**src/rtl/trojan_adder_pkg.sv**
```systemverilog
// Shared defaults for the trojan_adder security-lab DUT and its trigger block.
// Counter width is derived from the occurrence threshold so it can hold TRIG_COUNT itself.
package trojan_adder_pkg;

  localparam int                  DEF_WIDTH        = 4;
  localparam int                  DEF_TRIG_A       = 8;
  localparam int                  DEF_TRIG_B       = 1;
  localparam int                  DEF_TRIG_COUNT   = 1;
  localparam logic [DEF_WIDTH:0]  DEF_PAYLOAD_MASK = 5'b00001;
  localparam bit                  DEF_STICKY       = 1'b0;

  function automatic int cnt_width(input int trig_count);
    return $clog2(trig_count + 1);
  endfunction

  localparam int DEF_CNT_W = cnt_width(DEF_TRIG_COUNT);

endpackage

```
**src/rtl/trojan_adder_trigger.sv**
```systemverilog
// Trigger side of the Trojan: operand comparator, saturating occurrence counter
// and the optional sticky latch. fire_now is combinational for the current input.
module trojan_trigger
  import trojan_adder_pkg::*;
#(
  parameter int               WIDTH      = DEF_WIDTH,
  parameter logic [WIDTH-1:0] TRIG_A     = WIDTH'(DEF_TRIG_A),
  parameter logic [WIDTH-1:0] TRIG_B     = WIDTH'(DEF_TRIG_B),
  parameter int               TRIG_COUNT = DEF_TRIG_COUNT,
  parameter bit               STICKY     = DEF_STICKY
) (
  input  logic             clk,
  input  logic             rst,
  input  logic             in_valid,
  input  logic [WIDTH-1:0] A,
  input  logic [WIDTH-1:0] B,
  output logic             fire_now,
  output logic             sticky_active
);

  localparam int             CNT_W = cnt_width(TRIG_COUNT);
  localparam logic [CNT_W:0] TC    = (CNT_W+1)'(TRIG_COUNT);

  logic [CNT_W-1:0] cnt_q, cnt_d;
  logic             sticky_q, sticky_d;
  logic             match;
  logic [CNT_W:0]   cnt_inc;

  always_comb begin
    match    = in_valid && (A == TRIG_A) && (B == TRIG_B);
    cnt_inc  = {1'b0, cnt_q} + (CNT_W+1)'(1);
    fire_now = match && (cnt_inc >= TC);

    cnt_d = cnt_q;
    // Saturate at the threshold so every later match keeps firing.
    if (match && ({1'b0, cnt_q} < TC)) begin
      cnt_d = cnt_inc[CNT_W-1:0];
    end

    sticky_d = sticky_q || (STICKY && fire_now);
  end

  always_ff @(posedge clk) begin
    if (rst) begin
      cnt_q    <= '0;
      sticky_q <= 1'b0;
    end else begin
      cnt_q    <= cnt_d;
      sticky_q <= sticky_d;
    end
  end

  assign sticky_active = sticky_q;

endmodule

```
**src/rtl/trojan_adder.sv**
```systemverilog
// Registered unsigned adder with carry-out; the trigger block decides when the
// sum is XOR-corrupted, and trojan_fired flags the corrupted result.
module trojan_adder
  import trojan_adder_pkg::*;
#(
  parameter int               WIDTH        = DEF_WIDTH,
  parameter logic [WIDTH-1:0] TRIG_A       = WIDTH'(DEF_TRIG_A),
  parameter logic [WIDTH-1:0] TRIG_B       = WIDTH'(DEF_TRIG_B),
  parameter int               TRIG_COUNT   = DEF_TRIG_COUNT,
  parameter logic [WIDTH:0]   PAYLOAD_MASK = (WIDTH+1)'(DEF_PAYLOAD_MASK),
  parameter bit               STICKY       = DEF_STICKY
) (
  input  logic             clk,
  input  logic             rst,
  input  logic             in_valid,
  input  logic [WIDTH-1:0] A,
  input  logic [WIDTH-1:0] B,
  output logic [WIDTH:0]   SUM,
  output logic             out_valid,
  output logic             trojan_fired
);

  logic           fire_now;
  logic           sticky_active;
  logic           corrupt;
  logic [WIDTH:0] true_sum;

  logic [WIDTH:0] sum_q, sum_d;
  logic           valid_q, valid_d;
  logic           fired_q, fired_d;

  trojan_trigger #(
    .WIDTH      (WIDTH),
    .TRIG_A     (TRIG_A),
    .TRIG_B     (TRIG_B),
    .TRIG_COUNT (TRIG_COUNT),
    .STICKY     (STICKY)
  ) u_trigger (
    .clk           (clk),
    .rst           (rst),
    .in_valid      (in_valid),
    .A             (A),
    .B             (B),
    .fire_now      (fire_now),
    .sticky_active (sticky_active)
  );

  always_comb begin
    true_sum = {1'b0, A} + {1'b0, B};
    corrupt  = fire_now || (STICKY && sticky_active);

    sum_d   = sum_q;
    fired_d = fired_q;
    valid_d = 1'b0;
    if (in_valid) begin
      sum_d   = corrupt ? (true_sum ^ PAYLOAD_MASK) : true_sum;
      fired_d = corrupt;
      valid_d = 1'b1;
    end
  end

  always_ff @(posedge clk) begin
    if (rst) begin
      sum_q   <= '0;
      valid_q <= 1'b0;
      fired_q <= 1'b0;
    end else begin
      sum_q   <= sum_d;
      valid_q <= valid_d;
      fired_q <= fired_d;
    end
  end

  assign SUM          = sum_q;
  assign out_valid    = valid_q;
  assign trojan_fired = fired_q;

endmodule

```
**config.mk**
```make
export PLATFORM = sky130hd
export DESIGN_NAME = trojan_adder
export DESIGN_NICKNAME = d
export VERILOG_FILES = /design/src/rtl/trojan_adder_pkg.sv /design/src/rtl/trojan_adder_trigger.sv /design/src/rtl/trojan_adder.sv
export SDC_FILE = /design/constraint.sdc
export NUM_CORES = 1
export LEC_CHECK = 0
export CAP_MARGIN = 20
export CORE_AREA = 5 5 42 44
export DETAILED_ROUTE_END_ITERATION = 10
export DIE_AREA = 0 0 47 49
export PLACE_DENSITY = 0.69
export SLEW_MARGIN = 5
export SYNTH_ARGS = -nofsm -noshare
export SYNTH_HDL_FRONTEND = slang
export SYNTH_SLANG_ARGS = --single-unit
export TNS_END_PERCENT = 30
```
**constraint.sdc**
```tcl
create_clock -name clk -period 4.2 [get_ports clk]
set_clock_uncertainty 0.15 [all_clocks]
set_input_delay 0.63 -clock clk [delete_from_list [all_inputs] [get_ports clk]]
set_output_delay 0.63 -clock clk [all_outputs]
set_load 0.02 [all_outputs]
```
Word-level counts from Yosys, hierarchy flattened
Cells that the tools add are included.
Word-level totals
  RAM bits: 0
  register bits: 8
  word-level logic and storage cells: 17
  bits of input ports: 11
  memories kept: 0
  output and inout port bits: 7
  ROM bits: 0
  bits in latches: 0
Cells by class
  muxes and demuxes: 2
  multiply operators: 0
  reductions and logical operators: 4
  $lt $le $gt $ge: 2
  add/subtract/negate cells: 2
  shift operators: 0
  bitwise logic cells: 1
  div/mod/pow operators: 0
  equal/unequal tests: 2
Operators with widths (number)
  4-bit by 4-bit adder with 5-bit output: 1
  4-bit by 1-bit == test with 1-bit output (second input constant): 1
  4-bit == test (second input constant): 1
  1-bit logical AND: 4
  1-bit by 1-bit adder with 2-bit output (second input constant): 1
  2-bit by 1-bit greater-or-equal comparator with 1-bit output (second input constant): 1
  1-bit 2-to-1 mux: 2
  1-bit < comparator (second input constant): 1
  1-bit inverter: 1

Longest topological paths before layout
  depth in word-level cells: 5
  depth in mapped cells: 5
  gate-level depth less buffers: 5

Hierarchy
Synthesis repeated with hierarchy kept, for this count alone.
Second synthesis, totals
  cells, all modules: 45
  area, all modules: 435.4 µm²
Modules (own cells, without submodules)
  trojan_adder: cells each 40, times used 1, area an instance 391.6 µm², sequential area each 140.1 µm²
  trojan_trigger: cells each 5, times used 1, area an instance 43.8 µm², sequential area each 0.0 µm²

Worst setup path before layout
OpenSTA, ideal clock, no wires.
  path type: in2reg
  from: input A[0]
  to: register sum_q[4] (netlist: SUM[4])
  slack: 2.339 ns
  setup time: 0.135 ns
  stages on the path: 5
  buffers on the path: 0
  data required time: 3.915 ns
  data arrival time: 1.576 ns
  cell sequence: ha_1 > fa_1 > a21o_1 > a21oi_1 > a211oi_1
Between the ends
  cells in the longest elaborated chain, start to end: 1
Ends and longest elaborated chain
  start: declaration: line trojan_adder.sv:16  | input logic [WIDTH-1:0] A,
  4-bit by 4-bit adder with 5-bit output: line trojan_adder.sv:49  | true_sum = {1'b0, A} + {1'b0, B};
  end signal: assignment: line trojan_adder.sv:68  | sum_q <= sum_d;
  end: declaration: line trojan_adder.sv:28  | logic [WIDTH:0] sum_q, sum_d;
Every way passes these cells.
A chain may end at the register's enable or synchronous reset.

Worst setup path in the final report
Ends and elaborated chain as after synthesis.

==> results by group <==
Global route
  – Met1 usage: about a tenth
  – Total global-route track usage: roughly a tenth
  – Largest net degree at the start of global routing: 11
  – GRT busiest layer: met2
  – Total grt overflow: 0
  – Routing usage on met3: about 2.6%
  – Initial antenna violation count: 0
  – First-pass GRT wire length: about 1600 µm
  – Vias in the first global route: ~400
  – Met2 Use GR: between 10% and 20%

Detailed routing
  – 1st-iter DRT viols: 0
  – Via-to-Cell Ratio: 4.868
  – Antenna-violating nets left: 0
  – Initial DRT Pass Iterations: 1
  – WL final: between 900 and 1000 µm
  – DR DRC count: 0
  – Via count: 370
  – Wire per inst: roughly 12 µm

Synthesis
  – Synthesis Warnings: 0
  – Post-synthesis mux area share: roughly 2.3%
  – Synth Area in Simple Gates: about a quarter
  – Largest family of logic cells by synthesized area: simple AND/OR/NAND/NOR gates
  – FF+latch count, synth: 7
  – Syn nets: between 50 and 60
  – Post-Synth XOR/XNOR Area: 1.994%
  – Mapped Cells: between 40 and 50
  – Syn Area/Cell: around 11 µm²
  – Post-synthesis sequential area ratio: between 30% and 40%
  – Compound-cell area share of the yosys netlist: 17.95%
  – Cell Area, Synth: between 400 and 500 µm²
  – Adder-cell share of the synthesized area: between 10% and 20%
  – Netlist cell types: 20

Layout
  – Storage element area: 140.1 µm²
  – Post-layout util: 45.71%
  – Post-Layout Inst Area: about 640 µm²
  – ANT cells: 0
  – Area of the multi-input gates: between 200 and 300 µm²
  – Layout cells sized above 1: 13.33%
  – Syn-to-layout area delta: 45.87%
  – FILL cells: roughly 150
  – Nets@finish: 77
  – Final non-filler cell total: 76

Die
  – Die H: roughly 50 µm
  – IO Pins: 18
  – Initial core utilization: 31.34%
  – FP Rows: 14
  – Die Wd: around 47 µm
  – Full die area: about 2300 µm²
  – Core Area: 1401 µm²

Worst setup path
  – Delay of the slowest cell on the worst path: 0.46 ns
  – Arr. time, crit path: 2.14 ns
  – WP buf/inv: 1
  – Slowest-stage cell, CP: clkdlybuf4s50_1
  – Crit path max fanout: 2
  – Worst Setup Start Kind: input pin
  – CP Cell Sequence: clkdlybuf4s50_1, ha_1, fa_1, a21o_1, a21oi_1, a211oi_1
  – Worst path required time: 4.17 ns
  – Worst setup EP type: register
  – Path type of the worst setup path: in -> reg
  – CP delay by family, top: adder cells

Clocking
  – CTS tree: built
  – Hold buffer count at CTS: 0
  – H-tree depth: 1
  – Post-CTS setup buffers: 0
  – Worst-path clk slew: 0.05 ns
  – Clk_lat worst skew: approximately 0.25 ns
  – Clk buf depth: 2
  – Clk sinks: 7
  – Post-CTS Resized: 0
  – Root Driver: clkbuf_4
  – CTS Buf Count: 3

Place
  – Detailed placer's ending HPWL: 782.4 µm
  – Area after DPL: between 600 and 700 µm²
  – Routability cong.: a little under 0.8
  – PortBufs: 17
  – Placed Cells: 72

Timing
  – Post-route minimum period: ~2.2 ns
  – Count of pins over their slew limit: 0
  – Unrepaired setup endpoints after global routing: false
  – Final setup fails: 0
  – Hold Fails Final Rpt: 0
  – Slew margin rel.: 72.27%
  – Setup TNS Final: 0 ns
  – FMAX: 461.0 MHz
  – Final cycle utilization of the critical path: between 50% and 60%
  – Worst slew pin tran: between 0.4 and 0.5 ns

Power and ir drop
  – Psw: 0.00005271 W
  – Worst vdd ir: roughly 0.12 mV
  – Power Internal: about 0.00014 W
  – Sequential Power Share: about 40%
  – Leak: approximately 0.25 nW
  – Sw Ratio: 27.91%
  – Total power draw: 0.0001888 W
  – Comb pwr share: 28.8%
  – Power density cells: 294.8 nW/µm²
  – Clk network pwr share: 32.2%

Run status
  – Status: finished, final reports clean

Run
  – Max-Cap Viols: 0

Worst hold path
  – Worst Hold Class: reg -> reg
## area by class of cell
class	count	area share, %
sequential	7	21.87
tap	16	3.125
multi-input combinational	31	43.36
timing repair buffer	17	26.56
inverter	1	0.9766
clock buffer	4	4.102
## flip-flops by register name (all words and copies together) (netlist names)
| name | count |
|---|---|
| SUM | 5 |
| out_valid | 1 |
| trojan_fired | 1 |
## metrics by stage
| step | hold slack (ns) | setup slack (ns) |
|---|---|---|
| after CTS | 0.3108 | 2.029 |
| final | 0.3114 | 2.031 |
| after floorplan | 0.3826 | 2.339 |
| after detailed placement | 0.3041 | 1.765 |
| after global placement | 0.2968 | 1.786 |
| after global routing | 0.3565 | 1.991 |
## routing by layer
| layer | up-vias | wire length, µm |
|---|---|---|
| li1 | 191 | - |
| met1 | 162 | 379 |
| met2 | 15 | 462 |
| met3 | 2 | 74 |
| met4 | 0 | 14 |
| met5 | - | 0 |
## power by group through the flow
stage	logic (W)	clock network [W]	registers (W)
final	0.0000545	0.0000608	0.0000735
after floorplan	0.0000234	0	0.0000809
after global placement	0.0000540	0	0.0000748
after global routing	0.0000596	0.0000681	0.0000739
after CTS	0.0000553	0.0000622	0.0000735
after detailed placement	0.0000549	0	0.0000749
## cells in the final DEF, fill, tap and decap left out, drive strengths merged
master         netlist  final
clkdlybuf4s50        0     17
dfxtp                7      7
nor2                 5      5
ha                   4      4
clkbuf               1      4
a211oi               3      3
nand2                3      3
a21oi                3      3
nor4b                2      2
a21o                 2      2
mux2i                1      1
inv                  1      1
and4                 1      1
nor4                 1      1
or3                  1      1
a2111o               1      1
o221ai               1      1
xnor2                1      1
nand3                1      1
fa                   1      1
## worst min-delay path, delay by kind of cell (launching register included)
kind | cells | cell delay, ns
AOI/OAI and AO/OA | 1 | 0.05
DFF | 1 | 0.30
and+or+nand+nor | 1 | 0.05
## cell families after synthesis
| family | Yosys count |
|---|---|
| flops | 7 |
| xor+xnor | 1 |
| simple gates | 14 |
| fa+ha+maj | 5 |
| compound gates | 10 |
| buf+inv | 3 |
| mux | 1 |
## final timing paths
path / slack, ns / cells after the start / to / from
min reg2reg: 0.31 / 2 / trojan_fired$_SDFFE_PP0P_ / trojan_fired$_SDFFE_PP0P_
max reg2reg: 3.39 / 2 / SUM[2]$_SDFFE_PP0P_ / SUM[2]$_SDFFE_PP0P_
max: 2.03 / 6 / SUM[4]$_SDFFE_PP0P_ / A[0]
min: 0.31 / 2 / trojan_fired$_SDFFE_PP0P_ / trojan_fired$_SDFFE_PP0P_
## synth_stat cells (all sizes together)
cell type	instances	area share, %
dfxtp	7	32
nor2	5	4.3
ha	4	11
a211oi	3	5.1
a21oi	3	3.4
nand2	3	2.6
a21o	2	3.4
nor4b	2	11
a2111o	1	2.6
and4	1	2.0
buf	1	2.6
clkbuf	1	0.85
fa	1	4.6
inv	1	1.4
mux2i	1	2.3
nand3	1	1.1
nor4	1	2.8
o221ai	1	3.4
or3	1	1.4
xnor2	1	2.0
No activity file was read; power rests on OpenSTA's default activity.
